File: config.mk
export PLATFORM = sky130hd
export DESIGN_NAME = iir_deemph_flat
export DESIGN_NICKNAME = d
export VERILOG_FILES = /design/src/rtl/iir_pkg.sv /design/src/rtl/iir_deemph_if.sv /design/src/rtl/iir_deemph.sv /design/src/flat_wrapper.sv
export SDC_FILE = /design/constraint.sdc
export NUM_CORES = 2
export LEC_CHECK = 0
export ABC_AREA = 0
export CAP_MARGIN = 20
export CORE_MARGIN = 1.5
export CORE_UTILIZATION = 64
export DETAILED_ROUTE_END_ITERATION = 7
export GPL_TIMING_DRIVEN = 1
export PLACE_DENSITY_LB_ADDON = 0.3
export SLEW_MARGIN = 20
export SYNTH_ARGS = -nofsm -noshare
export SYNTH_HDL_FRONTEND = slang
export SYNTH_SLANG_ARGS = --single-unit
File: constraint.sdc
create_clock -name clock -period 11.7 [get_ports clock]
set_clock_uncertainty 0.15 [all_clocks]
set_input_delay 2.34 -clock clock [delete_from_list [all_inputs] [get_ports clock]]
set_output_delay 2.34 -clock clock [all_outputs]
set_load 0.005 [all_outputs]
File: src/rtl/iir_pkg.sv
// Shared constants, state encoding and fixed-point helpers for the FM de-emphasis IIR.
package iir_pkg;

  localparam int DATA_SIZE = 32;
  localparam int BITS      = 10;
  localparam int PROD_SIZE = 2 * DATA_SIZE;

  // Quantised coefficients for W_PP = 0.21140067 at 2^BITS scale
  localparam logic signed [DATA_SIZE-1:0] IIR_B0 = 32'sd178;
  localparam logic signed [DATA_SIZE-1:0] IIR_B1 = 32'sd178;
  localparam logic signed [DATA_SIZE-1:0] IIR_A1 = -32'sd666;

  localparam logic signed [PROD_SIZE-1:0] DQ_BIAS = (64'sd1 <<< BITS) - 64'sd1;

  typedef logic [1:0] state_t;

  localparam state_t S_IDLE  = 2'd0;
  localparam state_t S_MULT  = 2'd1;
  localparam state_t S_SUM   = 2'd2;
  localparam state_t S_WRITE = 2'd3;

  function automatic logic signed [PROD_SIZE-1:0] sext(input logic signed [DATA_SIZE-1:0] v);
    return {{DATA_SIZE{v[DATA_SIZE-1]}}, v};
  endfunction

  // Divide by 2^BITS rounding toward zero: negative values are biased up before the shift
  function automatic logic signed [DATA_SIZE-1:0] dequantize(input logic signed [PROD_SIZE-1:0] v);
    logic signed [PROD_SIZE-1:0] biased;
    if (v[PROD_SIZE-1]) begin
      biased = v + DQ_BIAS;
    end else begin
      biased = v;
    end
    biased = biased >>> BITS;
    return biased[DATA_SIZE-1:0];
  endfunction

endpackage

File: src/rtl/iir_deemph_if.sv
// FIFO-side handshake bundle for iir_deemph: input FIFO read port and output FIFO write port.
interface iir_deemph_if;
  import iir_pkg::*;

  logic signed [DATA_SIZE-1:0] x_in;
  logic                        x_rd_en;
  logic                        x_empty;
  logic signed [DATA_SIZE-1:0] y_out;
  logic                        y_out_full;
  logic                        y_wr_en;

  modport master (
    input  x_in, x_empty, y_out_full,
    output x_rd_en, y_out, y_wr_en
  );

  modport slave (
    output x_in, x_empty, y_out_full,
    input  x_rd_en, y_out, y_wr_en
  );

endinterface

File: src/rtl/iir_deemph.sv
// First-order fixed-point de-emphasis IIR between two FIFOs; one output per input,
// y[n] = DQ(x[n]*B0) + DQ(x[n-1]*B1) + DQ(y[n-1]*A1).
module iir_deemph
  import iir_pkg::*;
(
  input  logic        clock,
  input  logic        reset,
  iir_deemph_if.master bus
);

  state_t                      state_q,   state_d;
  logic signed [DATA_SIZE-1:0] x_hist0_q, x_hist0_d;
  logic signed [DATA_SIZE-1:0] x_hist1_q, x_hist1_d;
  logic signed [DATA_SIZE-1:0] y_hist_q,  y_hist_d;
  logic signed [DATA_SIZE-1:0] y_out_q,   y_out_d;
  logic signed [PROD_SIZE-1:0] p0_q,      p0_d;
  logic signed [PROD_SIZE-1:0] p1_q,      p1_d;
  logic signed [PROD_SIZE-1:0] p2_q,      p2_d;
  logic                        rd_en;
  logic                        wr_en;

  // Next-state, datapath and FIFO strobes; strobes are forced low while reset is held
  always_comb begin
    state_d   = state_q;
    x_hist0_d = x_hist0_q;
    x_hist1_d = x_hist1_q;
    y_hist_d  = y_hist_q;
    y_out_d   = y_out_q;
    p0_d      = p0_q;
    p1_d      = p1_q;
    p2_d      = p2_q;
    rd_en     = 1'b0;
    wr_en     = 1'b0;
    if (reset) begin
      rd_en = 1'b0;
      wr_en = 1'b0;
    end else begin
      case (state_q)
        S_IDLE: begin
          rd_en = !bus.x_empty;
          if (rd_en) begin
            x_hist1_d = x_hist0_q;
            x_hist0_d = bus.x_in;
            state_d   = S_MULT;
          end else begin
            state_d   = S_IDLE;
          end
        end
        S_MULT: begin
          p0_d    = sext(x_hist0_q) * sext(IIR_B0);
          p1_d    = sext(x_hist1_q) * sext(IIR_B1);
          p2_d    = sext(y_hist_q)  * sext(IIR_A1);
          state_d = S_SUM;
        end
        S_SUM: begin
          // Wraps modulo 2^DATA_SIZE by design; no saturation
          y_out_d = dequantize(p0_q) + dequantize(p1_q) + dequantize(p2_q);
          state_d = S_WRITE;
        end
        S_WRITE: begin
          wr_en = !bus.y_out_full;
          if (wr_en) begin
            y_hist_d = y_out_q;
            state_d  = S_IDLE;
          end else begin
            state_d  = S_WRITE;
          end
        end
        default: begin
          state_d = S_IDLE;
        end
      endcase
    end
  end

  // State registers; reset discards any in-flight sample and clears history
  always_ff @(posedge clock) begin
    if (reset) begin
      state_q   <= S_IDLE;
      x_hist0_q <= 32'sd0;
      x_hist1_q <= 32'sd0;
      y_hist_q  <= 32'sd0;
      y_out_q   <= 32'sd0;
      p0_q      <= 64'sd0;
      p1_q      <= 64'sd0;
      p2_q      <= 64'sd0;
    end else begin
      state_q   <= state_d;
      x_hist0_q <= x_hist0_d;
      x_hist1_q <= x_hist1_d;
      y_hist_q  <= y_hist_d;
      y_out_q   <= y_out_d;
      p0_q      <= p0_d;
      p1_q      <= p1_d;
      p2_q      <= p2_d;
    end
  end

  assign bus.x_rd_en = rd_en;
  assign bus.y_wr_en = wr_en;
  assign bus.y_out   = y_out_q;

endmodule

File: src/flat_wrapper.sv
// flat-port wrapper written by rule: the top's interface ports become plain ports
module iir_deemph_flat import iir_pkg::*;
  (clock, reset, bus_x_in, bus_x_empty, bus_y_out_full, bus_x_rd_en, bus_y_out, bus_y_wr_en);
  iir_deemph_if bus_i ();
  input  logic clock;
  input  logic reset;
  input wire logic [$bits(bus_i.x_in)-1:0] bus_x_in;
  input wire logic [$bits(bus_i.x_empty)-1:0] bus_x_empty;
  input wire logic [$bits(bus_i.y_out_full)-1:0] bus_y_out_full;
  output wire logic [$bits(bus_i.x_rd_en)-1:0] bus_x_rd_en;
  output wire logic [$bits(bus_i.y_out)-1:0] bus_y_out;
  output wire logic [$bits(bus_i.y_wr_en)-1:0] bus_y_wr_en;
  assign bus_i.x_in = bus_x_in;
  assign bus_i.x_empty = bus_x_empty;
  assign bus_i.y_out_full = bus_y_out_full;
  assign bus_x_rd_en = bus_i.x_rd_en;
  assign bus_y_out = bus_i.y_out;
  assign bus_y_wr_en = bus_i.y_wr_en;
  iir_deemph u_core (.clock(clock), .reset(reset), .bus(bus_i));
endmodule
---- After elaboration in Yosys (flattened, before gate mapping) ----
Cells that the tools add are included.
operators by class
  reductions and logical operators ........ 5
  add/subtract/negate cells ............... 5
  multiplexer cells ....................... 16
  multiply operators ...................... 3
  bitwise gates (word level) .............. 2
  eq/ne operators ......................... 3
operators by type and width
  operator                count
  $mux 42                 9
  $add 41x11->42 const B  2
  $mul 32x8->40 const B   2
  $add 32x32->32          2
  $add 42x11->42 const B  1
  $mul 32x10->42 const B  1
  $pmux 2 s4              1
  $mux 1                  5
  $eq 2x2->1 const B      2
  $reduce_and 2->1        2
  $eq 2x1->1 const B      1
  $logic_not 1->1         2
  $logic_not 2->1         1
  $mux 2                  1
  $not 1->1               2
storage, ports and cells
  logic and storage cells ................. 42
  bits in registers ....................... 252

---- Logic depth before layout (Yosys ltp) ----
  depth after elaboration ................. 6
  gate-level depth with buffers ........... 23

---- Least setup slack after synthesis ----
Ideal clock, no wire load.
  path type ............................... input to output
  start point ............................. input reset
  end point ............................... output bus_y_wr_en
  buffers on the path ..................... 2
  data required time ...................... 9.210 ns
  setup slack ............................. 5.927 ns
  stages .................................. 3
  arrival time ............................ 3.283 ns
  path through ............................ clkbuf_1 -> nor3b_1 -> clkbuf_1
on the way
  word-level cells in the longest chain between the ends .. 1
RTL lines
  what                RTL line            text
  start: declaration  flat_wrapper.sv:6   input logic reset;
  $mux 1              iir_deemph.sv:34    if (reset) begin
  end: declaration    flat_wrapper.sv:12  output wire logic [$bits(bus_i.y_wr_en)-1:0] bus_y_wr_en;
Every way passes these cells.

---- Worst setup path in the final report ----
  start point ............................. input bus_x_empty
  end point ............................... output bus_x_rd_en
on the way
  word-level cells in the longest chain between the ends .. 3
RTL lines
  what                RTL line            text
  start: declaration  flat_wrapper.sv:8   input wire logic [$bits(bus_i.x_empty)-1:0] bus_x_empty;
  $logic_not 1->1     iir_deemph.sv:40    rd_en = !bus.x_empty;
  $mux 1              iir_deemph.sv:38    case (state_q)
  $mux 1              iir_deemph.sv:34
  end: declaration    flat_wrapper.sv:10  output wire logic [$bits(bus_i.x_rd_en)-1:0] bus_x_rd_en;
Every way passes these cells.

==> impl_metrics.yaml <==
placed_design:
  port_buffers: 69
  dpl.hpwl_um: 52100
  gp_congestion: 0.930
power:
  power_frac_seq_pct: 35.3
  switching_power_mw: 0.938
  p_sw_share_pct: 34.3
  powerDensity_nw_per_um2: 90.5
  pwr-share-comb_pct: 27.7
  leakage_nw: 15.1
  clkPwrFrac_pct: 37.0
  ir_worst_vdd_uv: 127
  internal-power_mw: 1.80
timing:
  rsz0062_at_grt: "no"
  setup_viol: 0
  min_period_ns: 7.00
  holdWs_ns: 0.305
  drv_slew: 0
  finalSetupTns_ns: 0
  hold_viol_final: 0
  fin_crit_sh_pct: 59.8
  slew_headroom_pct: 28.9
  fmax_ghz: 0.143
  tightest_slew_ns: 1.06
yosys:
  seq_area_frac_synth_pct: 18.0
  synth-async-reset-ratio_pct: 0
  synth-xor-area-share_pct: 6.02
  syn_area_sq_um: 28000
  synthAdderAreaFrac_pct: 41.0
  synth_mux_area_share_pct: 0.0761
  syn_nets: 3960
  yosys.area_share.simple_pct: 12.7
  yosysTopAreaCellShare_pct: 21.1
  synth_area_leader_cell: "ha_1"
  synth_top_family_by_area: "adder cells"
  synth_compound_area_share_pct: 14.7
  synth.distinct_cells: 67
  synth_edf_count: 0
  synth_seq_cells: 252
  avgSynthCellArea_sq_um: 8.80
  ys_top_cells_by_area: "ha_1, fa_1, dfxtp_1"
  synth_flop_cell: "dfxtp_1"
  netlist_instances: 3175
  synth_warnings: 0
global_routing:
  track_usage_pct: 30.1
  antenna_found_initial: 0
  grt_pass1_wl_um: 110000
  grt_remaining_overflow: 0
  grt_max_degree: 93
  grt_pass1_vias: 22486
detailed_routing:
  num_vias: 21999
  drt-initial-drc-count: 1076
  first_pass_iters: 5
  drc: 0
  drt-wirelength-per-cell_um: 17.3
  via_per_inst: 5.77
  antenna_left: 0
  routed_wl_um: 65800
cts:
  ctsResizeCount: 0
  cts_inserted_buffers: 30
  cts_root_buf: "clkbuf_16"
  cts_max_level: 1
  cts_hold_buf: 0
  post-cts-setup-buffers: 0
  cts_tree: "done"
  clkTransAtPathRegs_ns: 0.06
  insertion_delay_ns: 0.61
  clock_sinks: 252
  clock_path_buffers: 3
worst_setup_path:
  critPathLaunchType: "input port"
  cp_max_fo: 65
  path_common_cell: "clkdlybuf4s50_1"
  worstPathArrival_ns: 4.51
  crit_type: "input port to output port"
  cp_cell_sequence: "clkdlybuf4s50_1, or3_2, buf_4, nor2_1, clkdlybuf4s50_1"
  crit_path_max_incr_delay_ns: 0.56
  required_ns: 9.21
  end_kind: "output port"
  slowest_stage: "or3_2"
run_status:
  status: "completed"
cells_and_area:
  seqCellArea_sq_um: 5040
  layout-drive-gt1-share_pct: 3.07
  final_nets: 3987
  areaGrowthSynthToFinish_pct: 8.20
  multi_input_comb_area_sq_um: 20900
  fillers: 3324
  n_antenna_cell: 0
die:
  coreArea_sq_um: 43100
  die-area_sq_um: 44900
  die_x_um: 212
  row_count: 76
  die_h_um: 212
  io_pins: 70
  initial_core_util_pct: 64.9
flow_run:
  drv_cap: 0
hold_path:
  min_path_type: "register to register"
[critical path, delay by kind of cell]
| kind | cells | cell delay, ns |
|---|---|---|
| buf+inv | 3 | 1.41 |
| simple gates | 2 | 0.74 |
[path summary, 6_finish.rpt]
kind                       start              end  slack (ns)  cells after the start
max                  bus_x_empty      bus_x_rd_en        4.70                      5
min               u_core.p1_q[6]   u_core.p1_q[6]        0.30                      2
max reg2reg  u_core.y_hist_q[17]  u_core.p2_q[40]        5.67                     17
min reg2reg       u_core.p1_q[6]   u_core.p1_q[6]        0.30                      2
[metal layers]
metal	share of wire (%)	up-vias	track usage (%)
met2	49	553	52.7
met4	3.3	0	9.66
met1	44	10568	39.4
li1	-	10727	-
met3	4.3	151	2.58
met5	0	-	0
[state kept, by name (all words and copies together), names as in the netlist]
signal / count
u_core.p2_q: 42
u_core.p0_q: 40
u_core.p1_q: 40
u_core.bus.y_out: 32
u_core.x_hist0_q: 32
u_core.x_hist1_q: 32
u_core.y_hist_q: 32
u_core.state_q: 2
[through the flow]
step / area (sq um) / power [mW] / setup WS (ns) / std cells / utilization (%)
final: 30200 / 2.74 / 4.70 / 3811 / 70.2
after detailed placement: 29200 / 1.72 / 4.71 / 3755 / 67.7
after global placement: 29200 / 1.69 / 4.69 / 3755 / 67.7
after CTS: 30200 / 2.74 / 4.70 / 3811 / 70.2
after floorplan: 28000 / 1.52 / 5.93 / 3175 / -
after global routing: 30200 / 2.87 / 4.65 / 3811 / 70.2
[Yosys cell counts, types with 4 or more instances]
master	n
nor3b_1	8
o2111ai_1	5
buf_1	6
fa_1	278
xnor2_1	101
a211o_1	5
a21o_1	73
a22o_1	37
nor4_1	6
nand2b_1	20
o211ai_1	13
nor2_1	100
inv_1	469
o31ai_1	10
nand2_1	423
and3_1	26
dfxtp_1	252
or3_1	12
o21ai_0	89
nor3_1	31
a221oi_1	4
nand3b_1	5
o21bai_1	17
clkbuf_1	81
nor2b_1	6
a21oi_1	253
nand4_1	31
and2_1	13
o21ai_1	13
o21a_1	24
xor2_1	91
ha_1	471
o31a_1	5
a31oi_1	13
and4_1	12
or2_2	6
a211oi_1	38
nand3_1	76
a31o_2	6
[power groups by stage]
stage,sequential [mW],combinational [mW],clock (mW)
2_1_floorplan,0.959,0.560,0
3_3_place_gp,0.979,0.709,0
3_5_place_dp,0.983,0.742,0
4_1_cts,0.964,0.752,1.03
5_1_grt,0.971,0.848,1.05
6_report,0.966,0.758,1.01
[cell usage in the layout (no fill, tap or decap), drive strengths merged, types with 10 or more instances in the layout]
master,instances
and4,12
or3,12
o31ai,10
inv,474
a31oi,13
clkbuf,32
and2,13
xnor2,101
xor2,91
a21o,73
o21a,24
nor3,31
a22o,37
buf,14
dfxtp,252
a21oi,253
nand4,31
nand2,423
o211ai,13
a211oi,38
nand2b,20
ha,471
and3,26
clkdlybuf4s50,68
fa,278
o21bai,17
nor2,100
nand3,76
o21ai,104
[cell type report]
cell class | instances | area share (%)
multi-input combinational | 2367 | 69.0
sequential | 252 | 16.7
inverter | 469 | 5.82
timing repair buffer | 82 | 2.61
clock buffer | 32 | 2.54
tap | 585 | 2.42
clock inverter | 24 | 0.964
[kinds of logic after synthesis]
kind of cell,after synthesis
flops,252
compound gates,639
buf+inv,556
simple gates,785
fa+ha+maj,749
mux,2
xor+xnor,192
Power figures use the tool's default switching activity.
